===== src/rtl/diff_pkg.sv =====
// ----------------------------------------------------------------------------
// diff_pkg
// Shared definitions for the DIFF scan unit: FSM state encodings, scan-mode
// constants and a small width helper used for derived parameters.
// ----------------------------------------------------------------------------
package diff_pkg;

   // FSM state encodings
   typedef enum logic [1:0] {
      ST_IDLE = 2'd0,
      ST_SCAN = 2'd1,
      ST_DONE = 2'd2
   } state_e;

   // Scan direction: first differing bit from the LSB or from the MSB
   localparam logic MODE_LSB = 1'b0;
   localparam logic MODE_MSB = 1'b1;

   // $clog2 that never returns 0, so a 1-entry index still gets a 1-bit field
   function automatic int clog2_min1(input int n);
      return (n > 1) ? $clog2(n) : 1;
   endfunction

endpackage : diff_pkg


===== src/rtl/diff_chunk_penc.sv =====
// ----------------------------------------------------------------------------
// diff_chunk_penc
// Combinational priority encoder over one CHUNK-bit slice of the XOR word.
//
// Ports
//   chunk_i   in   CHUNK  slice of X = A ^ B being examined
//   dir_i     in   1      MODE_LSB: lowest set bit wins, MODE_MSB: highest wins
//   hit_o     out  1      at least one bit of the slice is set
//   offset_o  out  OW     bit offset of the winning bit inside the slice
//                         (0 when hit_o = 0)
// ----------------------------------------------------------------------------
module diff_chunk_penc
   import diff_pkg::*;
#(
   parameter  int CHUNK = 8,
   localparam int OW    = clog2_min1(CHUNK)
) (
   input  logic [CHUNK-1:0] chunk_i,
   input  logic             dir_i,
   output logic             hit_o,
   output logic [OW-1:0]    offset_o
);

   // NOTE: every output gets a default before the loops so no path leaves
   // it unassigned; otherwise synthesis would infer a latch.
   always_comb begin
      hit_o    = |chunk_i;
      offset_o = '0;
      if (dir_i == MODE_MSB) begin
         // Ascending walk: the last set bit seen is the highest one
         for (int i = 0; i < CHUNK; i++) begin
            if (chunk_i[i]) offset_o = OW'(i);
         end
      end else begin
         // Descending walk: the last set bit seen is the lowest one
         for (int i = CHUNK - 1; i >= 0; i--) begin
            if (chunk_i[i]) offset_o = OW'(i);
         end
      end
   end

endmodule : diff_chunk_penc


===== src/rtl/diff_scan_unit.sv =====
// ----------------------------------------------------------------------------
// diff_scan_unit
// Multi-cycle DIFF unit for the KGP-miniRISC ALU. Captures X = A ^ B on
// accept and scans it CHUNK bits per cycle, from the LSB end or the MSB end,
// stopping at the first chunk that contains a set bit. Reports whether the
// operands differ and the index of the first differing bit.
//
// Ports
//   clk        in   1      clock, rising edge
//   rst        in   1      synchronous, active-high reset
//   in_valid   in   1      request valid
//   in_ready   out  1      unit idle and able to accept a request
//   A, B       in   WIDTH  operands, sampled on accept
//   mode       in   1      0: first differing bit from LSB, 1: from MSB
//   out_valid  out  1      result valid, held until out_ready
//   out_ready  in   1      consumer takes the result
//   found      out  1      A != B
//   pos        out  PW     index of first differing bit, 0 when found = 0
//
// Timing: a request accepted at edge t whose hit lies in scan step k raises
// out_valid at edge t+2+k. The result registers are loaded on the edge that
// enters DONE; out_valid follows on the next edge, so the consumer always
// sees found/pos that have already been stable for a full cycle.
// ----------------------------------------------------------------------------
module diff_scan_unit
   import diff_pkg::*;
#(
   parameter  int WIDTH = 32,
   parameter  int CHUNK = 8,
   localparam int PW    = clog2_min1(WIDTH)
) (
   input  logic             clk,
   input  logic             rst,
   input  logic             in_valid,
   output logic             in_ready,
   input  logic [WIDTH-1:0] A,
   input  logic [WIDTH-1:0] B,
   input  logic             mode,
   output logic             out_valid,
   input  logic             out_ready,
   output logic             found,
   output logic [PW-1:0]    pos
);

   localparam int NCHUNK = WIDTH / CHUNK;
   localparam int KW     = clog2_min1(NCHUNK);
   localparam int OW     = clog2_min1(CHUNK);

   localparam logic [KW-1:0] K_LAST   = KW'(NCHUNK - 1);
   localparam logic [PW-1:0] CHUNK_PW = PW'(CHUNK);

   // Parameter sanity, evaluated at elaboration
   if ((WIDTH % CHUNK) != 0 || CHUNK < 1) begin : g_bad_params
      $error("diff_scan_unit: WIDTH must be a positive multiple of CHUNK");
   end

   // ------------------------------------------------------------------------
   // State
   // ------------------------------------------------------------------------
   state_e           state_q;
   logic [WIDTH-1:0] x_q;
   logic             mode_q;
   logic [KW-1:0]    k_q;
   logic             in_ready_q;
   logic             out_valid_q;
   logic             found_q;
   logic [PW-1:0]    pos_q;

   // ------------------------------------------------------------------------
   // Chunk selection and in-chunk encode
   // ------------------------------------------------------------------------
   logic [KW-1:0]    c_idx;
   logic [CHUNK-1:0] chunk_bits;
   logic             chunk_hit;
   logic [OW-1:0]    chunk_off;
   logic [PW-1:0]    pos_d;

   // MSB mode walks the chunks top-down, so chunk c = NCHUNK-1-k
   assign c_idx      = (mode_q == MODE_MSB) ? (K_LAST - k_q) : k_q;
   assign chunk_bits = x_q[int'(c_idx) * CHUNK +: CHUNK];

   diff_chunk_penc #(
      .CHUNK (CHUNK)
   ) u_penc (
      .chunk_i  (chunk_bits),
      .dir_i    (mode_q),
      .hit_o    (chunk_hit),
      .offset_o (chunk_off)
   );

   // c*CHUNK + offset is always below WIDTH, so PW bits never overflow
   assign pos_d = (PW'(c_idx) * CHUNK_PW) + PW'(chunk_off);

   // ------------------------------------------------------------------------
   // FSM with registered outputs
   // ------------------------------------------------------------------------
   // NOTE: sequential state is written with non-blocking assignments only, so
   // every register samples the pre-edge values regardless of statement order.
   always_ff @(posedge clk) begin
      if (rst) begin
         // Reset aborts any scan in flight and discards a pending result
         state_q     <= ST_IDLE;
         x_q         <= '0;
         mode_q      <= MODE_LSB;
         k_q         <= '0;
         in_ready_q  <= 1'b1;
         out_valid_q <= 1'b0;
         found_q     <= 1'b0;
         pos_q       <= '0;
      end else begin
         case (state_q)
            ST_IDLE: begin
               if (in_valid && in_ready_q) begin
                  x_q        <= A ^ B;
                  mode_q     <= mode;
                  k_q        <= '0;
                  in_ready_q <= 1'b0;
                  state_q    <= ST_SCAN;
               end
            end

            ST_SCAN: begin
               if (chunk_hit) begin
                  found_q <= 1'b1;
                  pos_q   <= pos_d;
                  state_q <= ST_DONE;
               end else if (k_q == K_LAST) begin
                  found_q <= 1'b0;
                  pos_q   <= '0;
                  state_q <= ST_DONE;
               end else begin
                  k_q <= k_q + 1'b1;
               end
            end

            ST_DONE: begin
               // First DONE cycle only raises out_valid; afterwards wait for
               // the consumer. in_ready stays low here, so no request can be
               // taken on the edge that retires the result.
               if (!out_valid_q) begin
                  out_valid_q <= 1'b1;
               end else if (out_ready) begin
                  out_valid_q <= 1'b0;
                  in_ready_q  <= 1'b1;
                  state_q     <= ST_IDLE;
               end
            end

            default: begin
               state_q     <= ST_IDLE;
               in_ready_q  <= 1'b1;
               out_valid_q <= 1'b0;
            end
         endcase
      end
   end

   assign in_ready  = in_ready_q;
   assign out_valid = out_valid_q;
   assign found     = found_q;
   assign pos       = pos_q;

endmodule : diff_scan_unit


===== config.mk =====
export PLATFORM = sky130hd
export DESIGN_NAME = diff_scan_unit
export DESIGN_NICKNAME = d
export VERILOG_FILES = /design/src/rtl/diff_pkg.sv /design/src/rtl/diff_chunk_penc.sv /design/src/rtl/diff_scan_unit.sv
export SDC_FILE = /design/constraint.sdc
export NUM_CORES = 1
export LEC_CHECK = 0
export ABC_AREA = 1
export CAP_MARGIN = 25
export CELL_PAD_IN_SITES_DETAIL_PLACEMENT = 1
export CELL_PAD_IN_SITES_GLOBAL_PLACEMENT = 2
export CORE_MARGIN = 2
export CORE_UTILIZATION = 27
export CTS_CLUSTER_SIZE = 25
export DETAILED_ROUTE_END_ITERATION = 6
export GPL_TIMING_DRIVEN = 1
export PLACE_DENSITY = 0.9
export SYNTH_ARGS = -nofsm -noshare
export SYNTH_HDL_FRONTEND = slang
export SYNTH_SLANG_ARGS = --single-unit

===== constraint.sdc =====
create_clock -name clk -period 3.7 [get_ports clk]
set_input_delay 0.74 -clock clk [delete_from_list [all_inputs] [get_ports clk]]
set_output_delay 0.74 -clock clk [all_outputs]
set_load 0.01 [all_outputs]

======== After elaboration in Yosys (flattened, before gate mapping) ========
Cells that the tools add are included.
word-level totals
  flip-flop bits (word level) ............. 45
  input bits .............................. 69
  output and inout bits ................... 8
  word-level logic and storage cells ...... 72
operators by class
  add/subtract/negate cells ............... 3
  equality and inequality tests ........... 9
  shift operators ......................... 1
  muxes and demuxes ....................... 38
  bitwise logic cells ..................... 2
  reduce and logical (&&, ||, !) cells .... 11
operators by type and width
  operator                                              count
  2-to-1 mux 3 bit                                      13
  indexed part select 32 x 6 -> 8 bit                   1
  XOR 32 bit                                            1
  2-to-1 mux 2 bit                                      11
  AND reduction 4 bit                                   3
  2-to-1 mux 5 bit                                      2
  inequality test 2 bit (second input constant)         5
  2-to-1 mux 1 bit                                      8
  OR reduction 8 bit                                    1
  case mux 2 bit (3 select lines)                       1
  adder 5 x 3 -> 5 bit                                  1
  equality test 2 bit (second input constant)           2
  case mux 2 bit (2 select lines)                       1
  AND reduction 2 bit                                   2
  nonzero test 2 bit                                    2
  inequality test 3 bit (second input constant)         1
  case mux 1 bit (3 select lines)                       1
  adder 2 x 1 -> 2 bit (second input constant)          1
  equality test 2 x 1 -> 1 bit (second input constant)  1
  logical NOT 2 bit                                     1
  case mux 1 bit (2 select lines)                       1
  OR reduction 2 bit                                    1
  subtractor 2 bit (first input constant)               1
  logical AND 1 bit                                     1
  inverter 1 bit                                        1

======== Depth between registers and ports, before layout ========
Gate-level depths: netlist of the first run.
  depth after elaboration ................. 14
  depth in mapped cells ................... 18
  gate-level depth less buffers ........... 16

======== Cells and area by module ========
From an unflattened synthesis of the first run, not the netlist that was laid out.
second synthesis, totals
  cells, all modules ...................... 411
  area total of the unflattened synthesis .. 2,732.6 um^2
modules (own cells, without submodules)
  module           instances  cells each  area an instance (um^2)  seq. area each (um^2)
  diff_scan_unit   1          372         2,573.7                  900.9
  diff_chunk_penc  1          39          158.9                    0.0

======== Least setup slack after synthesis of the first run ========
No wires, ideal clock.
  path kind ............................... input to register
  from .................................... in in_valid
  to ...................................... reg x_q[15]
  setup time .............................. 0.128 ns
  arrival time ............................ 1.885 ns
  data required time ...................... 3.572 ns
  slack ................................... 1.686 ns
  cell stages on the path ................. 6
  buffers on the path ..................... 1
  cell sequence ........................... nand2_1 -> nor3_1 -> inv_1 -> clkbuf_1 -> o21ai_0 -> a21oi_1
on the way
  word-level cells in the longest chain between the ends .. 2
ends and longest elaborated chain
  what                                  RTL line               source
  start: declaration                    diff_scan_unit.sv:34   input logic in_valid,
  logical AND 1 bit                     diff_scan_unit.sv:113  if (in_valid && in_ready_q) begin
  AND reduction 2 bit (no source line)  --
  end signal: assignment                diff_scan_unit.sv:114  x_q <= A ^ B;
  end: declaration                      diff_scan_unit.sv:61   logic [WIDTH-1:0] x_q;
Every way passes these cells.
A chain may end at the register's enable or synchronous reset.

======== Final worst setup path of the first run ========
  from .................................... reg mode_q
  to ...................................... reg k_q[0]
on the way
  word-level cells in the longest chain between the ends .. 5
ends and longest elaborated chain
  what                                    RTL line               source
  start: declaration                      diff_scan_unit.sv:62   logic mode_q;
  start signal: assignment                diff_scan_unit.sv:115  mode_q <= mode;
  2-to-1 mux 2 bit                        diff_scan_unit.sv:79   assign c_idx = (mode_q == MODE_MSB) ? (K_LAST - k_q) : k_q;
  indexed part select 32 x 6 -> 8 bit     diff_scan_unit.sv:80   assign chunk_bits = x_q[int'(c_idx) * CHUNK +: CHUNK];
  OR reduction 8 bit                      diff_chunk_penc.sv:27  hit_o = |chunk_i;
  inequality test 2 bit (no source line)  --
  AND reduction 4 bit (no source line)    --
  end signal: assignment                  diff_scan_unit.sv:132  k_q <= k_q + 1'b1;
  end: declaration                        diff_scan_unit.sv:63   logic [KW-1:0] k_q;
Every way passes these cells.

==> flow_summary.toml, run 1 <==
[outcome]
outcome = "finished, final reports clean"

[worst_setup_path]
critPathLaunch = "mode_q$_SDFFE_PP0P_"
cp_common_cell = "nand2_1"
end_kind = "flop"
arrival_ns = 2.42
cp.buffers_inverters = 1
path_delay_family = "simple AND/OR/NAND/NOR gates"
crit_chain = "nand2_1, nand2_2, nand2_1, nand3_1, nand2_1, inv_1, nand2_1, nor2_4, nand2_2, nor2_2, nand2_2, nand2_1, nand2_1, nand2_1, nor2_1"
r2r_start = "mode_q$_SDFFE_PP0P_"
worstPathMaxFanout = 13
required_ns = 3.89
slowest_delay_ns = 0.54
startpoint_type = "flop"
criticalPathCategory = "flop to flop"
cp_slowest_cell = "dfxtp_1"

[power]
finalPower_w = 0.00150
ir_worst_vdd_uv = 160
power_density_nw_per_um2 = 459
p_leak_nw = 1.26

[timing]
timing.setup.tns_ns = 0
fin_worst_skew_ns = 0.00548
period_minus_slack_ns = 2.23
hold_ws_ns = 0.465
setup_violations = 0
fmax_mhz = 447
rsz0062_at_grt = "no"
finalMaxSlewViolations = 0
setup_slack_ns = 1.47
relSlewSlack_pct = 56.0
hold_viol_final = 0
worst_pin_slew_ns = 0.659
period_share_pct = 60.4

[synth]
ys_seq_area_share_pct = 38.5
yosys.cell_types.count = 26
synth_area_leader_cell = "dfxtp_1"
netlist_area_sq_um = 2340
synth_cells = 308
synth.area.top_cells = "dfxtp_1 (39%), nand2_1 (11%), xnor2_1 (8.2%), a211oi_1 (7.1%), a21oi_1 (4.9%)"
synth_nets = 378
synth_top_area_share_pct = 38.5
ys_ff_latch = 45
ys.warnings.count = 0
syn_area_per_cell_sq_um = 7.60

[clock_tree]
cts_buffer_depth = 2
htree_levels = 2
clkSlewWorstSetupHoldPaths_ns = 0.08
ctsResizeCount = 0
clk_latency_ns = 0.29
cts_buffers = 5
hold_buffers = 0
cts_sinks = 45
ctsRootBufferMaster = "clkbuf_8"
cts_tree = "built"
post-cts-setup-buffers = 0

[min_path]
min_from = "x_q[15]$_SDFFE_PP0P_"
hold_path_class = "flop to flop"

[global_route]
grt-ovfl-total = 0
grt_pass1_wl_um = 10300
gr-usage-all-layers_pct = 12.9
antenna_found_initial = 0
grt_max_degree = 45
first_global_vias = 2312

[placed_design]
place_congestion = 0.785
dp_hpwl_um = 4620
port_buffers = 76
dpl_worst_slack_ns = 1.29

[routing]
vias = 2179
wl_per_cell_um = 12.1
ant_nets = 0
drc_errors = 0
drt_pass1_iterations = 4
drtIter0Drc = 43
vias_per_cell = 4.48
totalWireLength_um = 5900

[cells_and_area]
area_delta_synth_final_pct = 39.5
antenna-diode-count = 0
nNetsFinal = 450
drive_gt1_share_pct = 6.82

[floorplan]
core_area_sq_um = 8300
dieWidth_um = 97.1
die_area_sq_um = 9430
die_h_um = 97.1
rows = 33
start_util_pct = 28.2
ioPinCount = 77

[flow_run]
maxCapViolations = 0
## cells in the final DEF (no fill, tap or decap), types with 10 or more instances in the layout
cell type | netlist | routed
clkdlybuf4s50_1 | 0 | 76
xnor2_1 | 22 | 22
dfxtp_1 | 45 | 45
nor2_1 | 28 | 28
o21ai_0 | 13 | 13
xor2_1 | 10 | 10
inv_1 | 17 | 17
a211oi_1 | 22 | 22
nand2_1 | 70 | 70
nand3_1 | 20 | 20
a21oi_1 | 23 | 23
## worst reg2reg max path, delay by kind of cell (launching register included)
family | cells | cell delay [ns]
buf+inv | 1 | 0.08
simple gates | 14 | 1.52
flops | 1 | 0.54
## layer usage
metal / global-route usage, % / part of all wire, % / vias up
met2: 22.6 / 48 / 51
li1: - / - / 1152
met4: 2.28 / 0.83 / 0
met5: 0 / 0 / -
met1: 16.6 / 47 / 970
met3: 2.66 / 4.0 / 6
## final cells by class
| class | instances | area, sq um |
|---|---|---|
| Tap cell | 105 | 131 |
| Timing Repair Buffer | 78 | 776 |
| Clock inverter | 1 | 7.51 |
| Multi-Input combinational cell | 232 | 1310 |
| Fill cell | 1024 | 5030 |
| Clock buffer | 7 | 76.3 |
| Sequential cell | 45 | 901 |
| Inverter | 18 | 67.6 |
## through the flow
stage | area (sq um) | util [%] | instances
detailed placement | 3180 | 38.3 | 478
floorplan | 2340 | - | 308
CTS | 3260 | 39.3 | 486
global placement | 3180 | 38.3 | 478
finish | 3260 | 39.3 | 486
global route | 3260 | 39.3 | 486
## cell usage after synthesis
library cell / instances
a211oi_1: 22
a21oi_1: 23
a22oi_1: 1
buf_6: 3
clkbuf_1: 10
dfxtp_1: 45
ha_1: 1
inv_1: 17
inv_2: 1
nand2_1: 70
nand2_2: 9
nand3_1: 20
nand3_2: 1
nand3b_1: 2
nor2_1: 28
nor2_2: 1
nor2_4: 2
nor3_1: 1
o211ai_1: 2
o21a_1: 1
o21ai_0: 13
o21ai_4: 1
xnor2_1: 22
xnor2_2: 1
xor2_1: 10
xor2_2: 1
## sequential cells by signal, indices dropped and copies added (netlist names)
| name | cells |
|---|---|
| x_q | 32 |
| pos | 5 |
| k_q | 2 |
| state_q | 2 |
| found | 1 |
| in_ready | 1 |
| mode_q | 1 |
| out_valid | 1 |
## report_power, final
part           total (W)  switching [W]  internal [W]
combinational   0.000603       0.000346      0.000257
sequential      0.000599      0.0000433      0.000556
clock           0.000296       0.000162      0.000134
## cell families after synthesis
| group | after synthesis | synth area share, % |
|---|---|---|
| XOR/XNOR | 34 | 13.4 |
| AND/OR/NAND/NOR | 134 | 24.9 |
| buffers and inverters | 31 | 5.94 |
| flip-flops | 45 | 38.5 |
| adder cells (fa/ha/maj) | 1 | 0.535 |
| AO/OA/AOI/OAI | 63 | 16.7 |
## path summary, 6_finish.rpt
path	endpoint	cells after the start	slack [ns]
hold / removal	x_q[15]$_SDFFE_PP0P_	2	0.46
hold reg to reg	x_q[15]$_SDFFE_PP0P_	2	0.46
setup reg to reg	k_q[0]$_SDFFE_PP0P_	15	1.47
setup / recovery	k_q[0]$_SDFFE_PP0P_	15	1.47
(Power assumes the default switching activity.)
==> run 2, diff against run 1 <==
--- a/config.mk
+++ b/config.mk
@@ -10,11 +10,11 @@
 export CELL_PAD_IN_SITES_DETAIL_PLACEMENT = 1
 export CELL_PAD_IN_SITES_GLOBAL_PLACEMENT = 2
 export CORE_MARGIN = 2
-export CORE_UTILIZATION = 27
+export CORE_UTILIZATION = 25
 export CTS_CLUSTER_SIZE = 25
 export DETAILED_ROUTE_END_ITERATION = 6
 export GPL_TIMING_DRIVEN = 1
-export PLACE_DENSITY = 0.9
+export PLACE_DENSITY = 0.85
 export SYNTH_ARGS = -nofsm -noshare
 export SYNTH_HDL_FRONTEND = slang
 export SYNTH_SLANG_ARGS = --single-unit
==> constraint.sdc (replaced) <==
create_clock -name clk -period 2.1 [get_ports clk]
set_input_delay 0.42 -clock clk [delete_from_list [all_inputs] [get_ports clk]]
set_output_delay 0.42 -clock clk [all_outputs]
set_load 0.01 [all_outputs]
==> flow_summary.toml, run 2 (same netlist as run 1, synthesis figures left out) <==
[outcome]
outcome = "finished, final reports clean"

[cells_and_area]
largest_reg_flops = 32
fin_area_sq_um = 3400
drive_gt1_share_pct = 11.0
area_delta_synth_final_pct = 45.1
largest_register = "x_q"
fillers = 1094
multi_input_area_sq_um = 1330
antenna-diode-count = 0
regArea_sq_um = 907
final_cell_mix = "clkdlybuf4s50_1 (76), nand2_1 (68), dfxtp_1 (42)"
stdcell_count = 501
final_common_cell = "clkdlybuf4s50_1"
nNetsFinal = 459

[worst_setup_path]
criticalPathCategory = "flop to flop"
crit_cells = 12
cp.buffers_inverters = 1
r2r_start = "mode_q$_SDFFE_PP0P_"
end_kind = "flop"
crit_chain = "nand2_1, nand2_4, nand2_1, nand3_1, nand2_1, inv_1, nand2_1, nor2_4, nand2_2, o21ai_4, nand2_1, a21oi_1"
required_ns = 2.33
arrival_ns = 2.06
r2r_cells = 12
path_delay_family = "simple AND/OR/NAND/NOR gates"
cp_common_cell = "nand2_1"
startpoint_type = "flop"
slowest_delay_ns = 0.42
r2r_slack_ns = 0.27
worstPathMaxFanout = 13
r2r-end = "pos[1]$_SDFFE_PP0P_"
cp_slowest_cell = "dfxtp_4"

[min_path]
hold_path_class = "flop to flop"
hold_path_depth = 2
min_to = "in_ready$_SDFFE_PP1P_"
min_from = "in_ready$_SDFFE_PP1P_"

[power]
p_leak_nw = 1.32
combPwrFrac_pct = 39.2
power.switching_w = 0.00101
p_int_w = 0.00187
ir_worst_vdd_uv = 265
power_density_nw_per_um2 = 849
p_sw_share_pct = 35.0
seq_power_share_pct = 36.9
pwr-share-clk_pct = 23.9
finalPower_w = 0.00288

[timing]
fin_worst_skew_ns = 0.00286
hold_viol_final = 0
hold_ws_ns = 0.468
finalMaxSlewViolations = 0
timing.setup.tns_ns = 0
setup_violations = 0
period_share_pct = 87.3
worst_pin_slew_ns = 0.656
period_minus_slack_ns = 1.83
relSlewSlack_pct = 56.2
rsz0062_at_grt = "no"
fmax_mhz = 545

[clock_tree]
clkSlewWorstSetupHoldPaths_ns = 0.08
cts_buffers = 5
clk_latency_ns = 0.30
ctsRootBufferMaster = "clkbuf_8"
post-cts-setup-buffers = 0
cts_buffer_depth = 2
hold_buffers = 0
htree_levels = 2
cts_sinks = 45
cts_tree = "built"

[global_route]
grt-ovfl-total = 0
gr-usage-all-layers_pct = 13.0
grt_pass1_wl_um = 10600
first_global_vias = 2399
grt_max_degree = 45
antenna_found_initial = 0

[floorplan]
start_util_pct = 25.6
rows = 35
die_h_um = 101
ioPinCount = 77
dieWidth_um = 101
core_area_sq_um = 9150
die_area_sq_um = 10100

[placed_design]
place_area_sq_um = 3250
place_inst = 492
port_buffers = 76
dp_hpwl_um = 4880
place_congestion = 0.833

[routing]
wl_per_cell_um = 12.1
drt_pass1_iterations = 4
drtIter0Drc = 30
totalWireLength_um = 6060
vias_per_cell = 4.52
vias = 2264
drc_errors = 0
ant_nets = 0

[flow_run]
maxCapViolations = 0
==> run 2: changes by cell type in the layout (fill, tap and decap cells not counted), moves of 2 or more <==
cell      delta
nand2_4      +2
dfxtp_1      -3
nand2_1      -2
dfxtp_2      +2
buf_4        +8
clkbuf_1     -2
==> run 2: area by class of cell <==
class                      count  area share [%]
multi-input combinational    233            39.1
timing repair buffer          86            24.6
tap                          111            4.09
inverter                      18            1.99
clock inverter                 2            1.11
sequential                    45            26.7
clock buffer                   6            2.43
==> run 2: per-stage QoR <==
step	worst slack (ns)	util [%]
finish	0.266	37.1
global route	0.00160	37.1
CTS	0.0768	36.8
detailed placement	-0.0173	35.5
global placement	0.0809	35.5
floorplan	0.341	-
==> run 2: layer usage <==
layer / part of all wire, % / vias up / global-route usage (%) / wire [um]
met2: 52 / 44 / 23.6 / 3150
met4: 1.1 / 0 / 3.79 / 66
met3: 4.0 / 4 / 2.64 / 245
li1: - / 1179 / - / -
met5: 0 / - / 0 / 0
met1: 43 / 1037 / 15.3 / 2600
==> run 2: what timing repair did <==
action,CTS,global route
setup endpoints to repair,3,10
pin swaps,0,1
gates resized for setup,1,8
gates cloned,0,1
==> run 2: power groups by stage <==
stage | Sequential (W) | Clock [W] | Combinational, W
global placement | 0.00108 | 0 | 0.00111
global route | 0.00108 | 0.000744 | 0.00130
floorplan | 0.00106 | 0 | 0.000755
CTS | 0.00106 | 0.000709 | 0.00113
detailed placement | 0.00108 | 0 | 0.00113
finish | 0.00106 | 0.000690 | 0.00113
==> run 2: how the worst max path moves through the flow <==
stage                             start                  end  slack, ns
CTS                 k_q[0]$_SDFFE_PP0P_  pos[1]$_SDFFE_PP0P_       0.08
floorplan           mode_q$_SDFFE_PP0P_  k_q[0]$_SDFFE_PP0P_       0.34
finish              mode_q$_SDFFE_PP0P_  pos[1]$_SDFFE_PP0P_       0.27
global route        mode_q$_SDFFE_PP0P_  k_q[0]$_SDFFE_PP0P_      0.002
global placement    mode_q$_SDFFE_PP0P_  k_q[0]$_SDFFE_PP0P_       0.08
detailed placement  mode_q$_SDFFE_PP0P_  pos[1]$_SDFFE_PP0P_      -0.02
==> run 2: tightest hold or removal path, cell delays in order, from the launching register on <==
cell and delay (ns):
dfxtp_1 0.33, nand2_1 0.06, nand2_1 0.04
